### config.mk
export PLATFORM = sky130hd
export DESIGN_NAME = ml_sched
export DESIGN_NICKNAME = d
export VERILOG_FILES = /design/src/rtl/ml_sched.sv
export SDC_FILE = /design/constraint.sdc
export NUM_CORES = 1
export LEC_CHECK = 0
export ABC_AREA = 1
export ABC_CLOCK_PERIOD_IN_PS = 26400
export CAP_MARGIN = 20
export CORE_AREA = 2 2 398 400
export CTS_BUF_LIST = sky130_fd_sc_hd__clkbuf_4 sky130_fd_sc_hd__clkbuf_8
export CTS_CLUSTER_DIAMETER = 30
export DETAILED_ROUTE_END_ITERATION = 8
export DIE_AREA = 0 0 400 402
export GPL_TIMING_DRIVEN = 0
export SKIP_LAST_GASP = 1
export SLEW_MARGIN = 20
export SYNTH_ARGS = -nofsm -noshare
export SYNTH_HDL_FRONTEND = slang
export SYNTH_SLANG_ARGS = --single-unit
export TNS_END_PERCENT = 30
### constraint.sdc
create_clock -name i_clk -period 26.4 [get_ports i_clk]
set_input_delay 2.64 -clock i_clk [delete_from_list [all_inputs] [get_ports i_clk]]
set_output_delay 2.64 -clock i_clk [all_outputs]
set_load 0.1 [all_outputs]
### src/rtl/ml_sched.sv
// rtl/ml_sched.sv - ML detection job scheduler with 2-entry ping-pong buffer and min-metric collector
// Optional macro ML_TIMEOUT_EN adds a watchdog that aborts a job after TIMEOUT cycles (o_err=1).
module ml_sched #(
  parameter int METRIC_W = 24,
  parameter int NUM_CAND = 32,
  parameter int TIMEOUT  = 64
) (
  input  logic                i_clk,
  input  logic                i_rst_n,
  input  logic                i_in_valid,
  output logic                o_in_ready,
  input  logic [159:0]        i_y_hat,
  input  logic [319:0]        i_r,
  output logic                o_dp_trig,
  output logic [159:0]        o_dp_y_hat,
  output logic [319:0]        o_dp_r,
  input  logic                i_dp_cu_en,
  input  logic [5:0]          i_dp_cnt,
  input  logic                i_metric_valid,
  input  logic [METRIC_W-1:0] i_metric,
  output logic                o_out_valid,
  input  logic                i_out_ready,
  output logic [5:0]          o_best_idx,
  output logic [METRIC_W-1:0] o_best_metric,
  output logic                o_err,
  output logic                o_busy
);

  typedef enum logic [2:0] {S_IDLE, S_TRIG, S_WAIT_EN, S_RUN, S_DONE} state_t;

  localparam logic [5:0] LAST_CNT = 6'(NUM_CAND - 1);

  if (NUM_CAND < 1 || NUM_CAND > 64 || TIMEOUT < 2) begin : g_param_err
    $error("ml_sched: NUM_CAND must be 1..64 and TIMEOUT at least 2");
  end

  state_t                state_q, state_d;
  logic [159:0]          y_mem_q [2];
  logic [319:0]          r_mem_q [2];
  logic                  wr_ptr_q, rd_ptr_q;
  logic [1:0]            occ_q;
  logic [5:0]            cnt_q;
  logic [5:0]            best_idx_q;
  logic [METRIC_W-1:0]   best_metric_q;
  logic                  push, pop, metric_fire, last_metric, tmo_hit;

  assign o_in_ready  = i_rst_n & (occ_q != 2'd2);
  assign push        = i_in_valid & o_in_ready;
  assign pop         = (state_q == S_TRIG);
  assign metric_fire = i_metric_valid & ((state_q == S_WAIT_EN) | (state_q == S_RUN));
  assign last_metric = metric_fire & (cnt_q == LAST_CNT);

  always_ff @(posedge i_clk) begin
    if (push) begin
      y_mem_q[wr_ptr_q] <= i_y_hat;
      r_mem_q[wr_ptr_q] <= i_r;
    end
  end

  always_ff @(posedge i_clk) begin
    if (!i_rst_n) begin
      wr_ptr_q <= 1'b0;
      rd_ptr_q <= 1'b0;
      occ_q    <= 2'd0;
    end else begin
      if (push) wr_ptr_q <= ~wr_ptr_q;
      if (pop)  rd_ptr_q <= ~rd_ptr_q;
      occ_q <= occ_q + {1'b0, push} - {1'b0, pop};
    end
  end

  always_ff @(posedge i_clk) begin
    if (!i_rst_n) begin
      state_q       <= S_IDLE;
      cnt_q         <= 6'd0;
      best_idx_q    <= 6'd0;
      best_metric_q <= '0;
    end else begin
      state_q <= state_d;
      if (state_q == S_TRIG) begin
        cnt_q         <= 6'd0;
        best_idx_q    <= 6'd0;
        best_metric_q <= '1;
      end else if (metric_fire) begin
        cnt_q <= cnt_q + 6'd1;
        // Strict compare: on ties the earlier candidate is kept.
        if (i_metric < best_metric_q) begin
          best_metric_q <= i_metric;
          best_idx_q    <= i_dp_cnt;
        end
      end
    end
  end

  always_comb begin
    state_d = state_q;
    case (state_q)
      S_IDLE:    if (occ_q != 2'd0) state_d = S_TRIG;
      S_TRIG:    state_d = S_WAIT_EN;
      S_WAIT_EN: begin
        if (last_metric || tmo_hit) state_d = S_DONE;
        else if (i_dp_cu_en)        state_d = S_RUN;
      end
      S_RUN:     if (last_metric || tmo_hit) state_d = S_DONE;
      S_DONE:    if (i_out_ready) state_d = (occ_q != 2'd0) ? S_TRIG : S_IDLE;
      default:   state_d = S_IDLE;
    endcase
  end

`ifdef ML_TIMEOUT_EN
  localparam int TW = $clog2(TIMEOUT + 1);

  logic [TW-1:0] tmo_q;
  logic          err_q;

  // tmo_q is 0 on the first cycle after TRIG, so DONE lands exactly TIMEOUT cycles after TRIG.
  assign tmo_hit = (tmo_q == TW'(TIMEOUT - 2));
  assign o_err   = (state_q == S_DONE) & err_q;

  always_ff @(posedge i_clk) begin
    if (!i_rst_n) begin
      tmo_q <= '0;
      err_q <= 1'b0;
    end else if (state_q == S_TRIG) begin
      tmo_q <= '0;
      err_q <= 1'b0;
    end else if ((state_q == S_WAIT_EN) || (state_q == S_RUN)) begin
      tmo_q <= tmo_q + 1'b1;
      if (tmo_hit && !last_metric) err_q <= 1'b1;
    end else if ((state_q == S_DONE) && i_out_ready) begin
      err_q <= 1'b0;
    end
  end
`else
  assign tmo_hit = 1'b0;
  assign o_err   = 1'b0;
`endif

  assign o_dp_trig     = (state_q == S_TRIG);
  assign o_dp_y_hat    = o_dp_trig ? y_mem_q[rd_ptr_q] : '0;
  assign o_dp_r        = o_dp_trig ? r_mem_q[rd_ptr_q] : '0;
  assign o_out_valid   = (state_q == S_DONE);
  assign o_best_idx    = o_out_valid ? best_idx_q : 6'd0;
  assign o_best_metric = o_out_valid ? best_metric_q : '0;
  assign o_busy        = (state_q != S_IDLE) | (occ_q != 2'd0);

endmodule

==> run_results.csv <==
group,metric,value,unit
clock_network,holdBufCountCts,0,
global_routing,grt_pass1_vias,28760,
hold_path,min_path_type,"register to register",
synth,synth_top_area_share,75.1,%
global_routing,antenna_found_initial,69,
timing,fmax,125,MHz
clock_network,cts_buffers,233,
worst_setup_path,reg2reg_depth,14,
cells_and_area,finalNetCount,4821,
drt,ant_nets,0,
synth,syn-mean-instance-area,12.9,um2
pwr,peakVddDrop,68.5,uV
flow_run,cap_viol_max_count,0,
timing,drv_slew,0,
placement,gp_congestion,0.874,
clock_network,cts-root-buf,"clkbuf_8",
worst_setup_path,crit_fanout,10,
clock_network,clock_latency,0.95,ns
timing,worstMarginPinSlew,1.17,ns
die,die_w,400,um
timing,rsz0062_at_grt,"false",
worst_setup_path,worst_r2r_endpoint,"y_mem_q[1][140]",
die,core-area,0.157,mm2
clock_network,ctsHtreeMaxLevel,4,
clock_network,post_cts_resized,0,
synth,syn-cell-area,0.0384,mm2
synth,ys_types,32,
pwr,netSwitchingFraction,42.4,%
drt,drt-initial-drc-count,1697,
synth,syn_inst,2964,
worst_setup_path,crit_required,23.76,ns
hold_path,whs_path_depth,1,
drt,drt_drc_violations_left,0,
clock_network,clk_path_buf_depth,3,
synth,yosys_most_used_dff,"edfxtp_1",
drt,dr.pass1.iters,5,
cells_and_area,nFillCells,15072,
synth,synthTopCellsByCount,"1015 x nand2_1, 960 x edfxtp_1, 502 x a21oi_1",
synth,async_flop_share,0,%
outcome,status,"completed",
timing,relSlewSlack,21.6,%
timing,post-route-min-period,8.00,ns
timing,holdWs,0.480,ns
worst_setup_path,critical_path_class,"register to output port",
pwr,netSwitchingPower,2.73,mW
global_routing,grt.overflow.total,0,
synth,yosysTopAreaCell,"edfxtp_1",
clock_network,cts_tree,"yes",
die,pin_count,1031,
pwr,power_frac_seq,29.8,%
timing,setup_viol,0,
hold_path,hold_path_end,"occ_q[1]",
drt,routed_via_density,4.35,
synth,ys_top_cells_by_area,"edfxtp_1 75%, nand2_1 9.9%, a21oi_1 6.5%",
pwr,p_int,3.71,mW
synth,synth_edf_count,960,
clock_network,post_cts_buffers,0,
timing,tns,0,ns
synth,synthMostInstantiatedCell,"nand2_1",
placement,io_buffer_count,1029,
pwr,pwr-share-clk,32.8,%
drt,num_vias,28639,
placement,dp_hpwl,111000,um
worst_setup_path,rr_startpoint,"occ_q[0]",
pwr,p_per_area,111,mW/mm2
hold_path,min_from,"occ_q[1]",
global_routing,grt_max_degree,26,
synth,synth.yosys.seq_area_share,77.4,%
cells_and_area,syn_to_final_growth,51.4,%
synth,synth.net_count,3506,
drt,wl_per_cell,22.4,um
die,rows,146,
die,start_util,24.4,%
clock_network,path_clk_slew,0.05,ns
worst_setup_path,cp-start-kind,"register",
worst_setup_path,r2r_setup_slack,22.65,ns
synth,yosysWarnings,0,
pwr,leakage,20.2,nW
timing,fin_skew,0.0478,ns
die,dieArea,0.161,mm2
global_routing,grt_usage,17.7,%
synth,ys_ff_latch,1004,
clock_network,cts_sinks,1004,
timing,fin_crit_sh,30.3,%
worst_setup_path,critPathCaptureType,"output port",
worst_setup_path,crit_arrival,5.36,ns
cells_and_area,drive_gt1_share,13.8,%
timing,hold_viol_final,0,
die,dieHeight,402,um
pwr,combPwrFrac,37.5,%
drt,wl,148000,um
global_routing,grt_pass1_wl,202000,um
metal layers:
metal  vias to the layer above  part of all wire, %  global-route usage [%]  wire [um]
met3                       308                   10                    6.98      14900
met2                      1203                   51                    30.8      74900
met1                     13868                   36                    19.1      53100
met4                        80                  3.0                    6.64       4380
li1                      13180                    -                       -          -
met5                         -                 0.35                       0        523
placed cells by master (no fill, tap or decap), drive strengths merged:
cell type	n
clkdlybuf4s50	1006
clkbuf	387
clkinvlp	28
nand4	1
a21oi	523
nand3	28
and2	2
ha	26
nor2	61
buf	128
conb	1
o21ai	10
bufinv	42
nand3b	1
o21a	4
dfxtp	44
xnor2	1
clkinv	98
inv	64
diode	24
a21o	1
edfxtp	960
xor2	1
nand2	1037
nor3	4
or2	29
critical path: stages, from the launching register on:
cell	delay, ns
dfxtp_1	0.29
clkbuf_1	0.20
inv_1	0.13
buf_2	0.46
buf_2	0.65
clkbuf_1	0.73
nand2_1	0.12
a21oi_1	0.51
clkdlybuf4s50_1	1.29
metrics by stage:
stage / setup WS (ns) / instances / total power [mW] / instance area (um2) / utilization [%]
detailed placement: 18.82 / 6116 / 4.38 / 52400 / 33.3
floorplan: 0.484 / 2964 / 3.66 / 38400 / -
finish: 18.40 / 6583 / 6.45 / 58100 / 37.0
global placement: -12.46 / 6065 / 4.50 / 51300 / 32.6
global route: 18.02 / 6574 / 6.69 / 58100 / 37.0
CTS: 18.07 / 6559 / 6.52 / 58000 / 36.9
power by group through the flow:
stage | registers (mW) | clock network [mW] | logic (mW)
6_report | 1.92 | 2.11 | 2.41
5_1_grt | 1.93 | 2.24 | 2.52
4_1_cts | 1.92 | 2.16 | 2.44
3_5_place_dp | 1.95 | 0 | 2.43
3_3_place_gp | 2.12 | 0 | 2.38
2_1_floorplan | 2.05 | 0 | 1.61
final cells by class:
class | instances | area (um2) | area share, %
antenna | 24 | 60.1 | 0.103
inverter | 54 | 203 | 0.349
tap | 2072 | 2590 | 4.46
multi-input combinational | 1730 | 7710 | 13.3
sequential | 1004 | 29700 | 51.1
clock inverter | 178 | 2200 | 3.78
timing repair buffer | 1080 | 11400 | 19.6
clock buffer | 265 | 3460 | 5.95
buffer | 176 | 763 | 1.31
state kept, by name, summed over array words and instances (netlist names), named ones only:
signal / count
rd_ptr_q: 1
r_mem_q: 640
wr_ptr_q: 1
best_idx_q: 6
best_metric_q: 24
y_mem_q: 320
occ_q: 2
cnt_q: 6
state_q: 3
logic make-up after synthesis:
group / Yosys count / synth area share, %
compound gates: 538 / 7.26
other cells: 1 / 0.00978
simple gates: 1163 / 11.9
buf+inv: 230 / 2.49
flops: 1004 / 77.4
xor+xnor: 2 / 0.0457
fa+ha+maj: 26 / 0.848
how the worst max path moves through the flow:
stage	to
6_report	o_dp_r[270]
5_1_grt	o_dp_r[270]
4_1_cts	o_dp_r[270]
3_5_place_dp	o_in_ready
3_3_place_gp	r_mem_q[1][228]
2_1_floorplan	r_mem_q[0][0]
Note: power is estimated with default switching activity, not from simulation.
